===== src/rtl/sobel_mul_sched.sv =====
// sobel_mul_sched: round-robin scheduler that time-shares one combinational
// 22x8 unsigned product unit between NREQ requesters. There are two registered
// stages: issue (operands into the multiplier) and result (captured product
// plus requester ID). Both stages stall together under result backpressure.
module sobel_mul_sched #(
    parameter int NREQ = 3,
    parameter int IDW  = 2
) (
    input  logic              ap_clk,
    input  logic              ap_rst,
    input  logic [NREQ-1:0]   req_valid,
    output logic [NREQ-1:0]   req_ready,
    input  logic [NREQ*22-1:0] req_a,
    input  logic [NREQ*8-1:0] req_b,
    output logic [21:0]       mul_din0,
    output logic [7:0]        mul_din1,
    input  logic [28:0]       mul_dout,
    output logic              res_valid,
    input  logic              res_ready,
    output logic [28:0]       res_p,
    output logic [IDW-1:0]    res_id,
    output logic              busy
);

    logic [IDW-1:0] ptr;
    logic           iss_valid;
    logic [21:0]    iss_a;
    logic [7:0]     iss_b;
    logic [IDW-1:0] iss_id;

    logic           out_en;
    logic           iss_en;
    logic           found;
    logic [IDW-1:0] sel;
    logic           accept;
    logic [IDW-1:0] ptr_next;

    assign out_en   = !res_valid || res_ready;
    assign iss_en   = !iss_valid || out_en;
    assign mul_din0 = iss_a;
    assign mul_din1 = iss_b;
    assign busy     = iss_valid || res_valid;

    // Round-robin search: first valid requester starting at ptr, wrapping mod NREQ.
    always_comb begin
        // NOTE: every variable assigned here gets a default first, so no path
        // leaves it unassigned and no latch is inferred.
        found = 1'b0;
        sel   = '0;
        for (int k = 0; k < NREQ; k++) begin
            if (!found && req_valid[(int'(ptr) + k) % NREQ]) begin
                found = 1'b1;
                sel   = IDW'((int'(ptr) + k) % NREQ);
            end
        end
    end

    // Grant is offered only when the issue stage can take it and not in reset.
    always_comb begin
        req_ready = '0;
        if (found && iss_en && !ap_rst) begin
            req_ready = {{(NREQ-1){1'b0}}, 1'b1} << sel;
        end
    end

    assign accept   = |req_ready;
    assign ptr_next = (sel == IDW'(NREQ - 1)) ? '0 : sel + 1'b1;

    // Pipeline registers and arbitration pointer; result and issue stages
    // advance on out_en / iss_en and otherwise hold.
    always_ff @(posedge ap_clk) begin
        // NOTE: non-blocking assignments so every register samples the values
        // from before this edge, independent of statement order.
        if (ap_rst) begin
            ptr       <= '0;
            iss_valid <= 1'b0;
            iss_a     <= '0;
            iss_b     <= '0;
            iss_id    <= '0;
            res_valid <= 1'b0;
            res_p     <= '0;
            res_id    <= '0;
        end else begin
            if (out_en) begin
                res_valid <= iss_valid;
                if (iss_valid) begin
                    res_p  <= mul_dout;
                    res_id <= iss_id;
                end
            end
            if (iss_en) begin
                if (accept) begin
                    iss_valid <= 1'b1;
                    iss_a     <= req_a[22*sel +: 22];
                    iss_b     <= req_b[8*sel +: 8];
                    iss_id    <= sel;
                    ptr       <= ptr_next;
                end else begin
                    iss_valid <= 1'b0;
                end
            end
        end
    end

endmodule


===== config.mk =====
export PLATFORM = sky130hd
export DESIGN_NAME = sobel_mul_sched
export DESIGN_NICKNAME = d
export VERILOG_FILES = /design/src/rtl/sobel_mul_sched.sv
export SDC_FILE = /design/constraint.sdc
export NUM_CORES = 1
export LEC_CHECK = 0
export CAP_MARGIN = 30
export CORE_MARGIN = 8
export CORE_UTILIZATION = 42
export CTS_CLUSTER_DIAMETER = 100
export DETAILED_ROUTE_END_ITERATION = 10
export PLACE_DENSITY_LB_ADDON = 0.3
export SETUP_SLACK_MARGIN = 0.2
export SYNTH_ARGS = -nofsm -noshare
export SYNTH_HDL_FRONTEND = slang
export SYNTH_SLANG_ARGS = --single-unit
export TNS_END_PERCENT = 20

===== constraint.sdc =====
create_clock -name ap_clk -period 7 [get_ports ap_clk]
set_clock_uncertainty 0.1 [all_clocks]
set_input_delay 1.75 -clock ap_clk [delete_from_list [all_inputs] [get_ports ap_clk]]
set_output_delay 1.75 -clock ap_clk [all_outputs]
set_load 0.01 [all_outputs]

* Word-level counts from Yosys, hierarchy flattened
Index checks and enable logic that the tools add are counted.
W data, S select, Z words.
** Operators by class
- Add/subtract/negate cells :: 3
- $mul :: 1
- Divide/modulo/power cells :: 3
- Order comparisons :: 3
- Equal/unequal tests :: 1
- Shift operators :: 3
- Mux-type cells :: 18
- Reductions and logical operators :: 15
** Operators by type and width (count)
- $lt A32 B4 Y1 const B :: 3
- $shiftx A66 B8 Y22 :: 1
- $mod A32 B3 Y32 const B :: 2
- $mod A3 B3 Y32 const B :: 1
- $shiftx A24 B6 Y8 :: 1
- $mux W1 :: 10
- $mux W2 :: 4
- $bmux W1 S2 :: 3
- $mul A4 B2 Y6 const A :: 1
- $logic_not A1 Y1 :: 5
- $logic_and A1 B1 Y1 :: 4
- $reduce_and A2 Y1 :: 2
- $add A2 B1 Y3 const B :: 1
- $add A2 B2 Y3 const B :: 1
- $logic_or A1 B1 Y1 :: 3
- $mux W3 :: 1
- $reduce_or A3 Y1 :: 1
- $shl A1 B2 Y3 const A :: 1
- $add A2 B1 Y2 const B :: 1
- $eq A2 B2 Y1 const B :: 1
** Word-level totals
- Flip-flop bits (word level) :: 67
- Input bits :: 125
- Output and inout port bits :: 66
- Word-level logic and storage cells :: 55

* Longest topological paths before layout
Gate-level depths: netlist of the first run.
- Depth in word-level cells :: 16
- Depth in mapped cells :: 10
- Gate-level depth less buffers :: 8

* Worst setup path after synthesis of the first run
Ideal clock, no wire load.
- Path type :: input port to output port
- Start :: in req_valid[1]
- End :: out req_ready[1]
- Arrival time :: 3095 ps
- Path slack :: 2055 ps
- Cell stages on the path :: 6
- Buffers on the path :: 1
- Path through :: mux2i_1 > mux2_2 > a221o_1 > nand2_1 > clkbuf_1 > and3_1
** Between the ends
- Cells in the longest elaborated chain, start to end :: 13
- Elaborated cells on any way between the ends :: 23
- Those cells by class :: shift: 1; mux: 16; reduce/logical: 6
** Ends and longest elaborated chain
- from (decl) :: line 11 : input logic [NREQ-1:0] req_valid,
- $bmux W1 S2 :: line 51 : if (!found && req_valid[(int'(ptr) + k) % NREQ]) begin
- $mux W1 (not written as such) (2 in a row) :: line 51
- $mux W1 :: line 51
- $logic_not A1 Y1 :: line 51
- $logic_and A1 B1 Y1 :: line 51
- $mux W1 :: line 51
- $logic_not A1 Y1 :: line 51
- $logic_and A1 B1 Y1 :: line 51
- $mux W1 :: line 51
- $logic_and A1 B1 Y1 (2 in a row) :: line 61 : if (found && iss_en && !ap_rst) begin
- $mux W3 (*) :: line 61
- to (decl) :: line 12 : output logic [NREQ-1:0] req_ready,
Every way passes the cells marked *; elsewhere a longest branch is shown, timed or not. The select of a mux whose other input is x is not followed.

* Final worst setup path of the first run
- Start :: in req_valid[1]
- End :: out req_ready[2]
Same word-level chain as after synthesis.

==> impl_results.md, run 1 <==
- Leak: 2.139 nW
- R2R depth: 9
- CTS clk-pin slew, worst paths: 0.06 ns
- Top cells by area, synth: dfxtp_1 38%, nand2_1 11%, mux2i_1 9.7%, a32o_1 8.6%, a21boi_0 6.4%
- Actual slew at the worst max-slew pin: 0.9625 ns
- Vias in the first global route: 3862
- Shortest period the worst path allows: 6.312 ns
- CTS buffer count: 9
- Row count: 33
- Avg Cell Area, Syn: 8.418 um^2
- I/O Buffers: 190
- Most frequent cells in the layout: 190 x clkdlybuf4s50_1, 98 x nand2_1, 67 x dfxtp_1
- Clock Path Buffers: 2
- Req. time, crit path: 5.15 ns
- Register area share after synthesis: 0.3840
- Slowest CP cell: a221o_1
- Post-CTS setup buffer count: 0
- Pin count of the biggest net entering global routing: 61
- Ports: 191
- Layout Area Growth over Synthesis: 62.00%
- VDD IR max: 0.1700 mV
- CTS tree: yes
- Worst min-delay path category: flop to flop
- Final setup violation count: 0
- WL/cell: 16.91 um
- Initial Util: 0.4295
- First-pass GRT wire length: 18.60 mm
- Cell area after layout: 5659 um^2
- Layout cell share with drive strength beyond 1: 0.05942
- Yosys top cell area share: 0.3840
- Diodes inserted: 0
- Relative slew slack: 0.3577
- DRC: 0
- Synthesized net count: 544
- HPWL Detailed: 8.910 mm
- Post-Syn Area: 3493 um^2
- H-tree levels: 3
- Max cap viols: 0
- PD cells: 351.8 nW/um^2
- Grt total ovfl: 0
- Yosys reg bits: 67
- Die extent in x: 107.2 um
- Final WL: 11.73 mm
- Remaining antenna violation count: 0
- Die Span Y: 107.2 um
- Ys Warns: 0
- Arrival time at the worst endpoint: 4.46 ns
- Routability cong.: 0.8714
- Vias: 3752
- Worst R2R Setup Slack: 3.22 ns
- First-pass iteration count of the detailed router: 5
- Nets: 715
- Via density: 5.406
- Tcrit/Tclk final: 0.9018
- Fillers: 643
- Result of the run: finished, final reports clean
- Most common cell after layout, fill and taps aside: clkdlybuf4s50_1
- CP Launch Type: input pin
- Final critical-path setup slack: 0.6876 ns
- Clock Tree Root: clkbuf_8
- Pre-CTS setup slack: 0.7429 ns
- Crit. End Element: output port
- CP Cell Sequence: clkdlybuf4s50_1 -> mux2i_1 -> mux2_2 -> a221o_1 -> and2_4 -> and2_1 -> clkdlybuf4s50_1
- CP most frequent cell: clkdlybuf4s50_1
- Clk Latency, worst-skew pair: 0.34 ns
- Area leader, netlist: dfxtp_1
- Core box area: 8134 um^2
- Yosys cell types: 36
- Resized Gates After CTS: 0
- Worst-path fanout max: 17
- Final hold violation count: 0
- DR iter-0 viols: 160
- Hold Crit Depth: 2
- Initial antenna violation count: 0
- Sink Count: 67
- Placed Area: 5459 um^2
- Max Slew Vio Count: 0
- Gate Count Post-Synth: 415
- Max stage delay on crit path: 0.58 ns
- WS Path Type: input pin to output port
- RSZ-0062 raised after global routing: no
- Die area: 11490 um^2
- Hold Buf Count CTS: 0
- FMAX: 0.1584 GHz
- Final TNS setup: 0 ns
- GRT Resource Usage Total: 0.1983
where the power goes:
group | switching, mW | internal [mW] | leakage (nW)
Clock | 0.139 | 0.189 | 0.104
Combinational | 0.562 | 0.556 | 1.48
Sequential | 0.0542 | 0.491 | 0.552
logic make-up after synthesis:
| kind of cell | after synthesis | share of synthesized area |
|---|---|---|
| AND/OR/NAND/NOR | 124 | 0.1508 |
| AO/OA/AOI/OAI | 138 | 0.2894 |
| flip-flops | 67 | 0.3840 |
| adder cells (fa/ha/maj) | 4 | 0.01433 |
| buffers and inverters | 46 | 0.05766 |
| multiplexers | 36 | 0.1039 |
final timing paths:
check / startpoint / to
setup / recovery: req_valid[1] / req_ready[2]
hold / removal: res_p[5] / res_p[5]
setup reg to reg: ptr[1] / mul_din1[2]
hold reg to reg: res_p[5] / res_p[5]
critical path: cells and delay by family:
family                 cells  cell delay [ns]
AO/OA/AOI/OAI              1             0.58
buffers and inverters      2             1.08
multiplexers               2             0.60
AND/OR/NAND/NOR            2             0.46
cells in the mapped netlist:
cell type   n
a221oi_2    1
or2_2       2
a221oi_1    1
ha_1        4
buf_6       3
a32o_1     30
o21a_1      2
dfxtp_1    67
nand4b_1    1
buf_4       1
mux2_2      2
a32oi_1     1
o22ai_1    30
nor2_1      5
nand2b_1    6
o211ai_1    3
and2_1      3
buf_2       2
and2_4      1
a21oi_1    34
inv_1       6
nand2_1    98
or3b_2      1
nand4_1     2
a31o_2      1
and3_1      1
o21ai_0     2
a211oi_1    1
o31ai_4     1
clkbuf_1   33
a221o_1     1
mux2i_1    34
a21boi_0   30
nor2b_1     3
buf_1       1
nand3b_1    1
per-stage QoR:
step / hold slack (ns) / utilization / std cells / total power, mW
CTS: 0.3578 / 0.6957 / 694 / 2.005
global placement: 0.3423 / 0.6674 / 678 / 1.631
global route: 0.3752 / 0.6957 / 694 / 2.121
detailed placement: 0.3481 / 0.6711 / 680 / 1.673
floorplan: 0.3321 / - / 415 / 1.242
finish: 0.3539 / 0.6957 / 694 / 1.991
registers in the layout, summed over array words and instances, names as in the netlist:
signal and cells:
mul_din1 8, res_valid 1, iss_id 2, iss_valid 1, mul_din0 22, res_p 29
ptr 2, res_id 2
area by class of cell:
class / instances / area (um^2) / share of cell area
multi-input combinational: 302 / 1972 / 0.3484
clock inverter: 2 / 35.03 / 0.006191
inverter: 6 / 22.52 / 0.003980
sequential: 67 / 1341 / 0.2370
tap: 105 / 131.4 / 0.02321
clock buffer: 12 / 165.2 / 0.02918
timing repair buffer: 200 / 1992 / 0.3520
per-layer routing:
metal  GRT usage  part of all wire
met1      0.2137              0.40
met5           0                 0
met4     0.08744             0.024
met2      0.3314              0.47
met3     0.08458              0.11
Power figures use the tool's default switching activity.
==> run 2, diff against run 1 <==
--- a/config.mk
+++ b/config.mk
@@ -5,6 +5,7 @@
 export SDC_FILE = /design/constraint.sdc
 export NUM_CORES = 1
 export LEC_CHECK = 0
+export ABC_AREA = 1
 export CAP_MARGIN = 30
 export CORE_MARGIN = 8
 export CORE_UTILIZATION = 42
==> impl_results.md, run 2 <==
- Result of the run: finished, final reports clean
- Multi-input gate area: 1784 um^2 (-9.5%)
- Yosys reg bits: 67 (unchanged)
- Die Span Y: 107.7 um (+0.47%)
- FMAX: 0.1628 GHz (+2.8%)
- Layout cell share with drive strength beyond 1: 0.04301 (-0.01641)
- DR iter-0 viols: 150 (-6.3%)
- CP Cell Sequence: clkdlybuf4s50_1 -> inv_1 -> o21ai_1 -> nand2_1 -> nand4_1 -> nand2_2 -> inv_2 -> nand2_1 -> inv_1 -> clkdlybuf4s50_1
- Relative slew slack: 0.3729 (+0.01524)
- WL/cell: 14.54 um (-14%)
- Async set-or-reset flop fraction in the synthesized netlist: 0 (unchanged)
- Vias in the first global route: 4177 (+8.2%)
- DRC: 0 (unchanged)
- Fin util: 0.6886 (-0.007187)
- First-pass iteration count of the detailed router: 4 (-1)
- PD cells: 393.0 nW/um^2 (+12%)
- FF/Latch Area: 1341 um^2 (unchanged)
- Hold Buf Count CTS: 0 (unchanged)
- Post-CTS setup buffer count: 0 (unchanged)
- CTS buffer count: 9 (unchanged)
- Post-Syn Area: 3532 um^2 (+1.1%)
- Clock Path Buffers: 2 (unchanged)
- Initial Util: 0.4320 (+0.002575)
- Final setup violation count: 0 (unchanged)
- Max stage delay on crit path: 0.54 ns (-0.04 ns)
- Pre-CTS setup slack: 0.8583 ns (+0.1154 ns)
- CTS tree: yes
- Clock Tree Root: clkbuf_8
- Inst Count DP: 833 (+23%)
- Resized Gates After CTS: 0 (unchanged)
- Reg with most FFs: res_p
- Core box area: 8175 um^2 (+0.51%)
- RSZ-0062 raised after global routing: no
- Worst-path fanout max: 22 (+5)
- Largest register FFs: 29 (unchanged)
- HPWL Detailed: 9.312 mm (+4.5%)
- Diodes inserted: 0 (unchanged)
- CTS clk-pin slew, worst paths: 0.07 ns (about the same)
- Actual slew at the worst max-slew pin: 0.9384 ns (-0.02408 ns)
- Area leader, netlist: dfxtp_1
- Layout Area Growth over Synthesis: 59.37%
- Routability cong.: 0.8739 (+0.29%)
- Tcrit/Tclk final: 0.8773 (-0.02449)
- Vias: 4110 (+9.5%)
- Final TNS setup: 0 ns (unchanged)
- Sink Count: 67 (unchanged)
- Leak: 2.457 nW (+15%)
- Pin count of the biggest net entering global routing: 54 (-11%)
- Die area: 11600 um^2 (+0.95%)
- Via density: 4.841 (-10%)
- First-pass GRT wire length: 19.63 mm (+5.5%)
- Fin cells: 849 (+22%)
- Die extent in x: 107.7 um (+0.47%)
- Yosys top cell area share: 0.3797 (-0.004216)
- Post-synth EDFFs: 0 (unchanged)
- Worst path bufs/invs: 5 (+3)
- CP Launch Type: input pin
- Arrival time at the worst endpoint: 4.29 ns (-0.17 ns)
- Synthesized net count: 696 (+28%)
- H-tree levels: 3 (unchanged)
- Top-count cell post-synth: nor2_1
- Gate Count Post-Synth: 567 (+37%)
- Yosys cell types: 25 (-31%)
- Avg Cell Area, Syn: 6.230 um^2 (-26%)
- Register area share after synthesis: 0.3797 (-0.004216)
- Grt total ovfl: 0 (unchanged)
- Ports: 191 (unchanged)
- Final hold violation count: 0 (unchanged)
- Clk Latency, worst-skew pair: 0.33 ns (about the same)
- Req. time, crit path: 5.15 ns (about the same)
- Row count: 33 (unchanged)
- Most instantiated cells after synthesis: 125 x nor2_1, 111 x nand2_1, 67 x dfxtp_1
- Max Slew Vio Count: 0 (unchanged)
- Ys Warns: 0 (unchanged)
- Max cap viols: 0 (unchanged)
- Top cells by area, synth: dfxtp_1 38%, nor2_1 13%, nand2_1 12%, o21ai_0 9.4%, nand3_1 9.1%
- Final critical-path setup slack: 0.8590 ns (+0.1715 ns)
- Worst min-delay path category: flop to flop
- Most common cell after layout, fill and taps aside: clkdlybuf4s50_1
- Initial antenna violation count: 0 (unchanged)
- WS Path Type: input pin to output port
- VDD IR max: 0.1839 mV (+8.2%)
- Remaining antenna violation count: 0 (unchanged)
- GRT Resource Usage Total: 0.2081 (+0.009791)
- Critical path's top delay family: buffers and inverters
- Crit. End Element: output port
- Fillers: 721 (+12%)
- Most frequent cells in the layout: 190 x clkdlybuf4s50_1, 125 x nor2_1, 111 x nand2_1
- Shortest period the worst path allows: 6.141 ns (-0.1715 ns)
- Ys flop type: dfxtp_1
- I/O Buffers: 190 (unchanged)
- Nets: 868 (+21%)
- Final WL: 12.35 mm (+5.2%)
- Slowest CP cell: clkdlybuf4s50_1
- Pwr Total: 2.212 mW (+11%)
## run 2: cell count changes after synthesis, sizes merged, moves of 9 or more
cell    delta
nor2     +121
a21oi     -19
mux2i     -34
clkbuf     -9
nand2     +15
a32o      -30
o21ai     +69
nand3     +65
inv       +57
o22ai     -30
a21boi    -29
## run 2: path summary, 6_finish.rpt
path | startpoint | to | slack, ns | cells after the start
hold / removal | res_p[5] | res_p[5] | 0.39 | 2
setup / recovery | req_valid[2] | req_ready[1] | 0.86 | 10
setup reg to reg | ptr[0] | mul_din0[16] | 3.58 | 11
hold reg to reg | res_p[5] | res_p[5] | 0.39 | 2
## run 2: cell families (layout without fill, tap and decap cells)
group,count (synthesis),after routing,share of synthesized area
buf+inv,98,275,0.1151
compound gates,88,88,0.1304
simple gates,310,310,0.3606
flops,67,67,0.3797
fa+ha+maj,4,4,0.01417
## run 2: where the power goes
part / internal, mW / switching, mW / total, mW
Clock: 0.165 / 0.148 / 0.314
Sequential: 0.494 / 0.0570 / 0.551
Combinational: 0.543 / 0.804 / 1.35
## run 2: layout make-up
type                    instances  area share
repair buffers                195      0.3445
multi-input cells             402      0.3170
flip-flops and latches         67      0.2383
inverters                      64     0.04268
well taps                     105     0.02334
clock buffers                  10     0.02267
clock inverters                 6     0.01156
## run 2: worst reg2reg max path, cell delays in order, from the launching register on
cell,delay (ns)
dfxtp_1,0.38
inv_1,0.08
ha_1,0.37
nand2_1,0.11
nand2_1,0.07
a21oi_2,0.21
nand4_1,0.46
nand2_2,0.24
inv_2,0.21
o21ai_4,0.74
nand3_1,0.18
a21oi_1,0.20
## run 2: metal layers
| metal | track usage | part of all wire | up-vias | routed length, um |
|---|---|---|---|---|
| met5 | 0 | 0 | - | 0 |
| met1 | 0.2269 | 0.42 | 1808 | 5163 |
| li1 | - | - | 2124 | - |
| met2 | 0.3614 | 0.48 | 158 | 5866 |
| met3 | 0.06946 | 0.084 | 20 | 1034 |
| met4 | 0.08523 | 0.023 | 0 | 280 |
## run 2: through the flow
stage	hold WS, ns	cell area, um^2
global route	0.4074	5629
detailed placement	0.3757	5436
finish	0.3875	5629
floorplan	0.3536	3532
CTS	0.3914	5629
global placement	0.3644	5436
==> run 3, diff against run 2 <==
--- a/config.mk
+++ b/config.mk
@@ -8,7 +8,7 @@
 export ABC_AREA = 1
 export CAP_MARGIN = 30
 export CORE_MARGIN = 8
-export CORE_UTILIZATION = 42
+export CORE_UTILIZATION = 36
 export CTS_CLUSTER_DIAMETER = 100
 export DETAILED_ROUTE_END_ITERATION = 10
 export PLACE_DENSITY_LB_ADDON = 0.3
==> constraint.sdc (replaced) <==
create_clock -name ap_clk -period 5.2 [get_ports ap_clk]
set_clock_uncertainty 0.1 [all_clocks]
set_input_delay 1.3 -clock ap_clk [delete_from_list [all_inputs] [get_ports ap_clk]]
set_output_delay 1.3 -clock ap_clk [all_outputs]
set_load 0.01 [all_outputs]
==> impl_results.md, run 3 (same netlist as run 2, synthesis figures left out) <==
- Layout cell share with drive strength beyond 1: 0.04953 (+0.006521)
- Relative slew slack: 0.3643 (-0.008552)
- CTS tree: yes
- Die Span Y: 115.1 um (+6.8%)
- H-tree levels: 3 (unchanged)
- WS Path Type: input pin to output port
- Pwr Total: 3.037 mW (+37%)
- RSZ-0062 raised after global routing: no
- Crit. End Element: output port
- Via density: 4.736 (-2.2%)
- DRC: 0 (unchanged)
- Result of the run: finished, final reports clean
- Final WL: 12.52 mm (+1.4%)
- CTS buffer count: 9 (unchanged)
- Flop pwr share: 0.244 (-0.005)
- Worst min-delay path category: flop to flop
- Fin util: 0.5918 (-0.09678)
- Initial antenna violation count: 0 (unchanged)
- Req. time, crit path: 3.80 ns (-1.35 ns)
- Logic gate share of total power: 0.606 (-0.003)
- VDD IR max: 0.3112 mV (+69%)
- First-pass GRT wire length: 19.09 mm (-2.8%)
- Row count: 36 (+9.1%)
- Critical path's top delay family: buffers and inverters
- Internal Power: 1.648 mW (+37%)
- Initial Util: 0.3664 (-0.06561)
- Pin count of the biggest net entering global routing: 54 (unchanged)
- Clock power share: 0.150 (+0.008)
- Actual slew at the worst max-slew pin: 0.9524 ns (+0.01405 ns)
- Ports: 191 (unchanged)
- CP most frequent cell: nand2_1
- WL/cell: 14.22 um (-2.2%)
- Final hold violation count: 0 (unchanged)
- Post-CTS setup buffer count: 0 (unchanged)
- GRT Resource Usage Total: 0.1814 (-0.02668)
- Clock Tree Root: clkbuf_8
- Core box area: 9639 um^2 (+18%)
- Shortest period the worst path allows: 4.808 ns
- Max cap viols: 0 (unchanged)
- Remaining antenna violation count: 0 (unchanged)
- Max stage delay on crit path: 0.55 ns (about the same)
- Switching share of power: 0.4572 (+0.001134)
- Largest register FFs: 29 (unchanged)
- Final setup violation count: 0 (unchanged)
- FMAX: 0.2080 GHz
- Vias in the first global route: 3872 (-7.3%)
- Hold Worst Slack: 0.3834 ns (-0.004064 ns)
- Final critical-path setup slack: 0.3924 ns (-0.4666 ns)
- Slowest CP cell: clkdlybuf4s50_1
- PD cells: 532.4 nW/um^2 (+35%)
- P_sw: 1.389 mW (+38%)
- Nets: 871 (+0.35%)
- Vias: 4168 (+1.4%)
- CP Launch Type: input pin
- Die extent in x: 115.1 um (+6.8%)
- Layout Area Growth over Synthesis: 61.49%
- Final TNS setup: 0 ns (unchanged)
- Tcrit/Tclk final: 0.9245
- Pre-CTS setup slack: 0.3837 ns (-0.4746 ns)
- Most common cell after layout, fill and taps aside: clkdlybuf4s50_1
- Diodes inserted: 0 (unchanged)
- HPWL Detailed: 9.481 mm (+1.8%)
- CP Cell Sequence: clkdlybuf4s50_1 -> inv_1 -> o21ai_2 -> nand2_1 -> nand3b_1 -> nand2_1 -> nor2_2 -> nand2_1 -> inv_1 -> clkdlybuf4s50_1
- Die area: 13240 um^2 (+14%)
- Arrival time at the worst endpoint: 3.41 ns (-0.88 ns)
- Clk Latency, worst-skew pair: 0.33 ns (about the same)
- I/O Buffers: 190 (unchanged)
- Reg with most FFs: res_p
- Most frequent cells in the layout: 190 x clkdlybuf4s50_1, 125 x nor2_1, 111 x nand2_1
- First-pass iteration count of the detailed router: 4 (unchanged)
- CTS clk-pin slew, worst paths: 0.08 ns (about the same)
- Max Slew Vio Count: 0 (unchanged)
- Grt total ovfl: 0 (unchanged)
- Clock Path Buffers: 2 (unchanged)
- Routability cong.: 0.8534 (-2.3%)
- Worst path bufs/invs: 4 (-1)
- DR iter-0 viols: 319 (+110%)
- Leak: 2.474 nW (+0.69%)
- Sink Count: 67 (unchanged)
- Worst-path fanout max: 5 (-77%)
run 3: final cells by class:
class | count | area [um^2]
fill | 952 | 3935
sequential | 67 | 1341
clock inverter | 7 | 82.58
inverter | 64 | 240.2
clock buffer | 9 | 123.9
timing repair buffer | 198 | 1962
multi-input combinational | 402 | 1788
tap | 133 | 166.4
run 3: path summary, 6_finish.rpt:
check / startpoint / to / slack [ns] / depth (start not counted)
hold reg to reg: iss_id[0] / iss_id[0] / 0.38 / 2
setup / recovery: req_valid[2] / req_ready[0] / 0.39 / 10
setup reg to reg: ptr[0] / mul_din0[13] / 2.11 / 13
hold / removal: iss_id[0] / iss_id[0] / 0.38 / 2
run 3: power by group through the flow:
stage	Clock (mW)	Combinational (mW)	Sequential (mW)
final	0.454	1.84	0.741
after CTS	0.462	1.87	0.741
after global routing	0.488	2.08	0.756
after floorplan	0	1.16	0.808
after global placement	0	1.83	0.745
after detailed placement	0	1.87	0.752
run 3: worst register-to-register path: cells and delay by family, from the launching register on:
family / cells / cell delay (ns)
compound gates: 2 / 0.29
simple gates: 7 / 0.88
fa+ha+maj: 1 / 0.37
flops: 1 / 0.39
buf+inv: 3 / 0.92
run 3: per-layer routing:
metal / track usage / up-vias / wire length (um)
li1: - / 2128 / -
met1: 0.2122 / 1865 / 5324
met2: 0.3063 / 163 / 5859
met3: 0.05935 / 12 / 1136
met4: 0.05867 / 0 / 195
met5: 0 / - / 0
run 3: metrics by stage:
step           area, um^2  cells
2_1_floorplan        3532    567
3_3_place_gp         5494    864
3_5_place_dp         5494    864
4_1_cts              5700    880
5_1_grt              5704    880
6_report             5704    880
run 3: repair_timing:
item                                    CTS  global route
hold buffers                              0             0
gates resized for setup                   0             1
endpoints found under the setup margin    0             2
